<file path="config.mk">
export PLATFORM = sky130hd
export DESIGN_NAME = traffic_junction_ctrl
export DESIGN_NICKNAME = d
export VERILOG_FILES = /design/src/rtl/traffic_pkg.sv /design/src/rtl/phase_timer.sv /design/src/rtl/traffic_junction_ctrl.sv
export SDC_FILE = /design/constraint.sdc
export NUM_CORES = 1
export LEC_CHECK = 0
export CAP_MARGIN = 20
export CORE_AREA = 4 4 47 59
export DETAILED_ROUTE_END_ITERATION = 7
export DIE_AREA = 0 0 51 63
export PLACE_DENSITY = 0.73
export RECOVER_POWER = 100
export SKIP_LAST_GASP = 1
export SLEW_MARGIN = 25
export SYNTH_ARGS = -nofsm -noshare
export SYNTH_HDL_FRONTEND = slang
export SYNTH_SLANG_ARGS = --single-unit
</file>
<file path="constraint.sdc">
create_clock -name clk -period 2.2 [get_ports clk]
set_input_delay 0.33 -clock clk [delete_from_list [all_inputs] [get_ports clk]]
set_output_delay 0.33 -clock clk [all_outputs]
set_load 0.02 [all_outputs]
</file>
<file path="src/rtl/traffic_pkg.sv">
// Shared types for the junction controller: phase encoding, the 3-bit {Red,Yellow,Green}
// light codes, and the decode from phase to lamp outputs.
package traffic_pkg;

  typedef enum logic [2:0] {
    MAIN_G = 3'd0,
    MAIN_Y = 3'd1,
    AR1    = 3'd2,
    SIDE_G = 3'd3,
    SIDE_Y = 3'd4,
    PED    = 3'd5,
    AR2    = 3'd6
  } state_t;

  localparam logic [2:0] RED    = 3'b100;
  localparam logic [2:0] YELLOW = 3'b010;
  localparam logic [2:0] GREEN  = 3'b001;
  localparam logic [2:0] OFF    = 3'b000;

  typedef struct packed {
    logic [2:0] main_light;
    logic [2:0] side_light;
    logic       walk;
  } lamps_t;

  function automatic lamps_t decode_lamps(input state_t s);
    lamps_t l;
    l = '{main_light: RED, side_light: RED, walk: 1'b0};
    unique case (s)
      MAIN_G:  l.main_light = GREEN;
      MAIN_Y:  l.main_light = YELLOW;
      SIDE_G:  l.side_light = GREEN;
      SIDE_Y:  l.side_light = YELLOW;
      PED:     l.walk       = 1'b1;
      default: l.walk       = 1'b0;
    endcase
    return l;
  endfunction

endpackage

</file>
<file path="src/rtl/phase_timer.sv">
// Cycle counter for the current phase: cleared on a phase change, optionally held
// (saturated) by the controller once it reaches the value of interest.
module phase_timer #(
  parameter int TW = 8
) (
  input  logic          clk,
  input  logic          rst,
  input  logic          clr,
  input  logic          hold,
  output logic [TW-1:0] count
);

  // NOTE: sequential state is always written with non-blocking assignments so every
  // register samples the pre-edge values of its inputs.
  always_ff @(posedge clk) begin
    if (rst || clr) begin
      count <= '0;
    end else if (!hold) begin
      count <= count + TW'(1);
    end
  end

endmodule

</file>
<file path="src/rtl/traffic_junction_ctrl.sv">
// Junction sequencer: main road rests on green; side-road and pedestrian demand are
// served in turn, each bracketed by yellow and all-red clearance.
module traffic_junction_ctrl
  import traffic_pkg::*;
#(
  parameter int MAIN_MIN   = 8,
  parameter int SIDE_GREEN = 6,
  parameter int YELLOW     = 3,
  parameter int ALL_RED    = 2,
  parameter int PED_WALK   = 5,
  parameter int TW         = 8
) (
  input  logic       clk,
  input  logic       rst,
  input  logic       side_req,
  input  logic       ped_req,
  output logic [2:0] main_light,
  output logic [2:0] side_light,
  output logic       walk,
  output logic [2:0] phase
);

  localparam logic [TW-1:0] MAIN_LAST   = TW'(MAIN_MIN - 1);
  localparam logic [TW-1:0] SIDE_LAST   = TW'(SIDE_GREEN - 1);
  localparam logic [TW-1:0] YELLOW_LAST = TW'(YELLOW - 1);
  localparam logic [TW-1:0] AR_LAST     = TW'(ALL_RED - 1);
  localparam logic [TW-1:0] WALK_LAST   = TW'(PED_WALK - 1);

  state_t        state;
  state_t        state_next;
  logic [TW-1:0] timer;
  logic          ped_pending;
  logic          last_ped;
  logic          changing;
  lamps_t        lamps_next;

  assign changing   = (state_next != state);
  assign lamps_next = decode_lamps(state_next);
  assign phase      = state;

  phase_timer #(.TW(TW)) u_timer (
    .clk   (clk),
    .rst   (rst),
    .clr   (changing),
    .hold  ((state == MAIN_G) && (timer == MAIN_LAST)),
    .count (timer)
  );

  // NOTE: state_next is defaulted before the case so every path assigns it and no
  // latch can be inferred.
  always_comb begin
    state_next = state;
    unique case (state)
      MAIN_G: if (timer == MAIN_LAST && (side_req || ped_pending)) state_next = MAIN_Y;
      MAIN_Y: if (timer == YELLOW_LAST) state_next = AR1;
      AR1: begin
        if (timer == AR_LAST) begin
          // Alternate when both are waiting; a withdrawn side request falls through to AR2.
          if (side_req && ped_pending) state_next = last_ped ? SIDE_G : PED;
          else if (side_req)           state_next = SIDE_G;
          else if (ped_pending)        state_next = PED;
          else                         state_next = AR2;
        end
      end
      SIDE_G: if (timer == SIDE_LAST)   state_next = SIDE_Y;
      SIDE_Y: if (timer == YELLOW_LAST) state_next = AR2;
      PED:    if (timer == WALK_LAST)   state_next = AR2;
      AR2:    if (timer == AR_LAST)     state_next = MAIN_G;
      default: state_next = MAIN_G;
    endcase
  end

  always_ff @(posedge clk) begin
    if (rst) begin
      state       <= MAIN_G;
      ped_pending <= 1'b0;
      last_ped    <= 1'b1;
      main_light  <= GREEN;
      side_light  <= RED;
      walk        <= 1'b0;
    end else begin
      state      <= state_next;
      main_light <= lamps_next.main_light;
      side_light <= lamps_next.side_light;
      walk       <= lamps_next.walk;
      // Entering PED consumes the request, including one arriving on that same edge.
      if (changing && state_next == PED) ped_pending <= 1'b0;
      else if (ped_req)                  ped_pending <= 1'b1;
      if (changing && state_next == PED)    last_ped <= 1'b1;
      if (changing && state_next == SIDE_G) last_ped <= 1'b0;
    end
  end

endmodule
</file>
---- Word level (Yosys, flattened, before mapping) ----
Index checks and enable logic that the tools add are counted.
cells by class
  $add $sub $neg .......................... 1
  equal/unequal tests ..................... 16
  mux-type cells .......................... 17
  reduce and logical (&&, ||, !) cells .... 11
operators by type and width
  cell                                                 count
  2-to-1 mux 3 bit                                     10
  equality test 8 x 3 -> 1 bit, second input constant  3
  one-hot mux 3 bit (7 select lines)                   1
  equality test 3 bit, second input constant           5
  one-hot mux 3 bit (2 select lines)                   2
  equality test 3 x 2 -> 1 bit, second input constant  3
  adder 8 x 1 -> 8 bit, second input constant          1
  equality test 8 x 1 -> 1 bit, second input constant  1
  equality test 8 x 2 -> 1 bit, second input constant  1
  equality test 3 x 1 -> 1 bit, second input constant  2
  zero test 3 bit                                      2
  logical AND 1 bit                                    5
  2-to-1 mux 1 bit                                     3
  != test 3 bit                                        1
  logical OR 1 bit                                     2
  2-to-1 mux 2 bit                                     1
  nonzero test 2 bit                                   1
  OR reduction 2 bit                                   1
storage, ports and cells
  register bits ........................... 20
  output and inout port bits .............. 10
  word-level logic and storage cells ...... 52

---- Longest topological paths before layout ----
  depth after elaboration ................. 9
  depth in mapped cells ................... 9
  depth with buffers taken out ............ 8

---- By module ----
From an unflattened synthesis, not the netlist that was laid out.
unflattened totals
  cells, all modules ...................... 117
  area total of the unflattened synthesis .. 1036.0 µm²
by module, submodules not included
  module                 instances  cells an instance  area each (µm²)  sequential area each (µm²)
  traffic_junction_ctrl  1          81                 680.7            240.2
  phase_timer            1          36                 355.3            160.2

---- Worst setup path after synthesis ----
OpenSTA, ideal clock, no wires.
  path kind ............................... reg-to-reg
  from .................................... register u_timer.count[0]
  to ...................................... register side_light[1]
  data arrival time ....................... 1.552 ns
  path slack .............................. 0.524 ns
  stages on the path, launching flop included .. 10
  buffers on the path ..................... 1
  period minus slack after synthesis ...... 1.676 ns
  path through ............................ dfxtp_1 > inv_1 > ha_1 > nor2b_1 > nand2_1 > a211o_1 > o21a_1 > buf_6 > and3_4 > nor2b_4
between the ends
  longest elaborated chain between the ends .. 6
RTL lines
  item                                                                        line                         text
  start, declared                                                             phase_timer.sv:10            output logic [TW-1:0] count
  start signal, assigned                                                      phase_timer.sv:19            count <= count + TW'(1);
  equality test 8 x 3 -> 1 bit                                                traffic_junction_ctrl.sv:54  MAIN_G: if (timer == MAIN_LAST && (side_req || ped_pending)) state_next = MAIN_Y;
  logical AND 1 bit                                                           traffic_junction_ctrl.sv:54
  2-to-1 mux 3 bit                                                            traffic_junction_ctrl.sv:54
  one-hot mux 3 bit (7 select lines) (*)                                      traffic_junction_ctrl.sv:53  unique case (state)
  equality test 3 bit / equality test 3 x 2 -> 1 bit (equally long branches)  traffic_pkg.sv:29            unique case (s)
  one-hot mux 3 bit (2 select lines) (*)                                      traffic_pkg.sv:29
  end signal, assigned                                                        traffic_junction_ctrl.sv:84  side_light <= lamps_next.side_light;
  end, declared                                                               traffic_junction_ctrl.sv:18  output logic [2:0] side_light,
Mark *: on every way between the ends. The rest lies on a longest branch, timed or not.
A chain may end at the register's enable or synchronous reset.

---- Final worst setup path ----
  from .................................... register state[0] (netlist: phase[0])
  to ...................................... output phase[0]
RTL lines
  item                    line                         text
  start, declared         traffic_junction_ctrl.sv:29  state_t state;
  start signal, assigned  traffic_junction_ctrl.sv:82  state <= state_next;
  end, declared           traffic_junction_ctrl.sv:20  output logic [2:0] phase
No word-level cell between the ends.

==> impl_results.md <==
* Status: finished clean
* Adder-cell share of the synthesized area at under 10%
* Final WL at 2.31 mm
* TritonCTS Buffers at 3
* Synthesis-to-finish area growth at 12.7%
* Tightest Hold Check Type: reg -> reg
* R2R Setup Slk at approximately 200 ps
* Clock Tree Root: clkbuf_4
* # port buffers at 13
* CP Cell Sequence: dlygate4sd3_1
* Die Height at between 60 and 70 um
* Critical path arrival at roughly 1700 ps
* Synthesized instance count at around 130
* Setup Crit Path Kind: reg -> out
* Register area share after synthesis at 35.7%
* Core Footprint at 2210 um2
* Routed len/inst at ~14 um
* Setup TNS at 0 ps
* Cell area power density at approximately 540 nW/um2
* Hold Fails Final Rpt at 0
* Max-slew violation count at 0
* Xor/xnor share of the synthesized area at between 5 and 6%
* Clock-pin slew on the worst setup and hold paths at 110 ps
* Vias post-DR at between 900 and 1000
* CTS Buffer Depth at 2
* Hold_buf cts at 0
* Vias in the first global route at 934
* Top post-synthesis cells by area: dfxtp_1, nor2_1, ha_1
* #FFs+latches synth at 20
* Complex-gate fraction of the synthesized area at a little under a fifth
* Required @ worst endpoint at around 1900 ps
* Top-area cell type share of the netlist area at 35.7%
* Synth cell types at 48
* Cell taking the most area after synthesis: dfxtp_1
* Primary FF master, synth: dfxtp_1
* Placed cell count at roughly 170
* WHS at ~530 ps
* Die footprint at around 3200 um2
* Slowest CP cell: dlygate4sd3_1
* Share of cells above drive strength 1 at 10.0%
* Starting Density at approximately 50%
* Syn Area/Cell at just under 9 um2
* Family with the most delay on the worst path: buffers and inverters
* Final min period at 2040 ps
* Initial antenna violation count at 0
* H-tree Lvls at 1
* Max FO, Critical Path at 15
* # clock sinks at 20
* Peak supply drop at 0.398 mV
* Routed Antenna Nets at 0
* I/O pin cnt at 14
* Crit end category: output port
* Number of synthesis warnings at 0
* Grt ovf at 0
* Post-synth ARST share at 0%
* TritonCTS clock tree: yes
* Non-filler cells, final at about 170
* CTS resizes at 0
* Synthesized cell area at between 1000 and 1500 um2
* Largest family of logic cells by synthesized area: simple AND/OR/NAND/NOR gates
* Initial DRC Count at 50
* Gpl congestion at 0.809
* Setup violations, final at 0
* Startpoint class of the critical path: flop
* Post-Syn Nets at ~140
* Row cnt at 19
* Total track usage at around 16%
* Simple-Gate Fraction of Synth Area at between 20 and 30%
* Critical path's largest stage delay at 750 ps
* Final period util at between 90 and 100%
* Vias/cell at between 5 and 6
* Worst-Skew Late Latency at roughly 300 ps
* Max cap viols at 0
* Relative slew slack at 66.6%
* Antenna Cells at 0
* Setup Buffers After CTS at 0
* RSZ-0062 raised after global routing: no
* Final Skew at around 3.8 ps
* Post-synth EDFFs at 0
* Lkg Pwr at around 0.47 nW
* Die W at a little over 50 um
* Max Clk Rate at about 500 MHz
* DRT Pass-1 Iters at 4
* Mux cell area share after synthesis at 0%
* Least-Margin Pin Slew at ~500 ps
* Drt drc at 0
* First-pass GRT wire length at approximately 4.0 mm
* Dpl hpwl at around 1.7 mm
* Largest net degree at the start of global routing at 18
* Worst path bufs/invs at 1
* Final nets at 149
-- registers in the layout (all words and copies together), names as in the netlist --
register,count
last_ped,1
main_light,3
ped_pending,1
phase,3
side_light,3
u_timer.count,8
walk,1
-- placed cells by master (no fill, tap or decap), types with 2 or more instances in the layout --
| cell type | n |
|---|---|
| dfxtp_1 | 20 |
| a211oi_1 | 3 |
| nand2_1 | 9 |
| clkdlybuf4s50_1 | 3 |
| dlygate4sd3_1 | 10 |
| xnor2_1 | 2 |
| o21ai_0 | 4 |
| a21oi_1 | 5 |
| nor2b_1 | 2 |
| xor2_1 | 5 |
| ha_1 | 4 |
| nor2_1 | 17 |
| inv_1 | 6 |
| and2_0 | 2 |
| nand4_1 | 5 |
| and3_2 | 2 |
| and3_1 | 2 |
| nand3_1 | 3 |
| clkbuf_4 | 3 |
| nor3_1 | 3 |
| a31oi_1 | 3 |
| o211ai_1 | 2 |
-- final cells by class --
class,count,area [um2]
Clock buffer,4,36.3
Fill cell,215,947
Inverter,6,22.5
Multi-Input combinational cell,96,628
Sequential cell,20,400
Tap cell,31,38.8
Timing Repair Buffer,14,138
-- synth_stat cells (all sizes together) (3+ instances only) --
cell	instances
dfxtp	20
nor2	17
nand2	10
inv	6
a21oi	5
nand4	5
xor2	5
and2	4
and3	4
buf	4
ha	4
nor3	4
o21ai	4
a211oi	3
a31oi	3
nand3	3
-- report_power, final --
group	internal (W)	switching, W
Sequential	0.000373	0.0000158
Combinational	0.0000348	0.0000370
Clock	0.000101	0.000116
Total	0.000509	0.000169
-- per-layer routing --
layer | vias up | routed length (um) | share of wire [%] | global-route usage, %
met5 | - | 0 | 0 | 0
met4 | 0 | 40 | 1.7 | 7.41
met3 | 6 | 139 | 6.0 | 4.30
met2 | 34 | 1190 | 51 | 25.8
met1 | 452 | 949 | 41 | 18.7
li1 | 482 | - | - | -
-- metrics by stage --
stage | util (%) | setup WS [ps] | power [W] | instance area (um2)
5_1_grt | 57.2 | 11.5 | 0.000715 | 1260
3_3_place_gp | 56.4 | 238 | 0.000467 | 1250
4_1_cts | 58.0 | 196 | 0.000688 | 1280
6_report | 57.2 | 159 | 0.000678 | 1260
2_1_floorplan | - | 524 | 0.000449 | 1120
3_5_place_dp | 56.4 | 206 | 0.000469 | 1250
-- final timing paths --
path	start	end	cells after the start
setup / recovery	phase[0]	phase[0]	1
hold / removal	last_ped	last_ped	2
setup reg to reg	u_timer.count[2]	u_timer.count[5]	6
hold reg to reg	last_ped	last_ped	2
-- cells by family after synthesis --
logic type               after synthesis
AO/OA/AOI/OAI                         28
XOR/XNOR                               7
adder cells (fa/ha/maj)                4
buffers and inverters                 12
flip-flops                            20
AND/OR/NAND/NOR                       57
No activity file was read; power rests on OpenSTA's default activity.
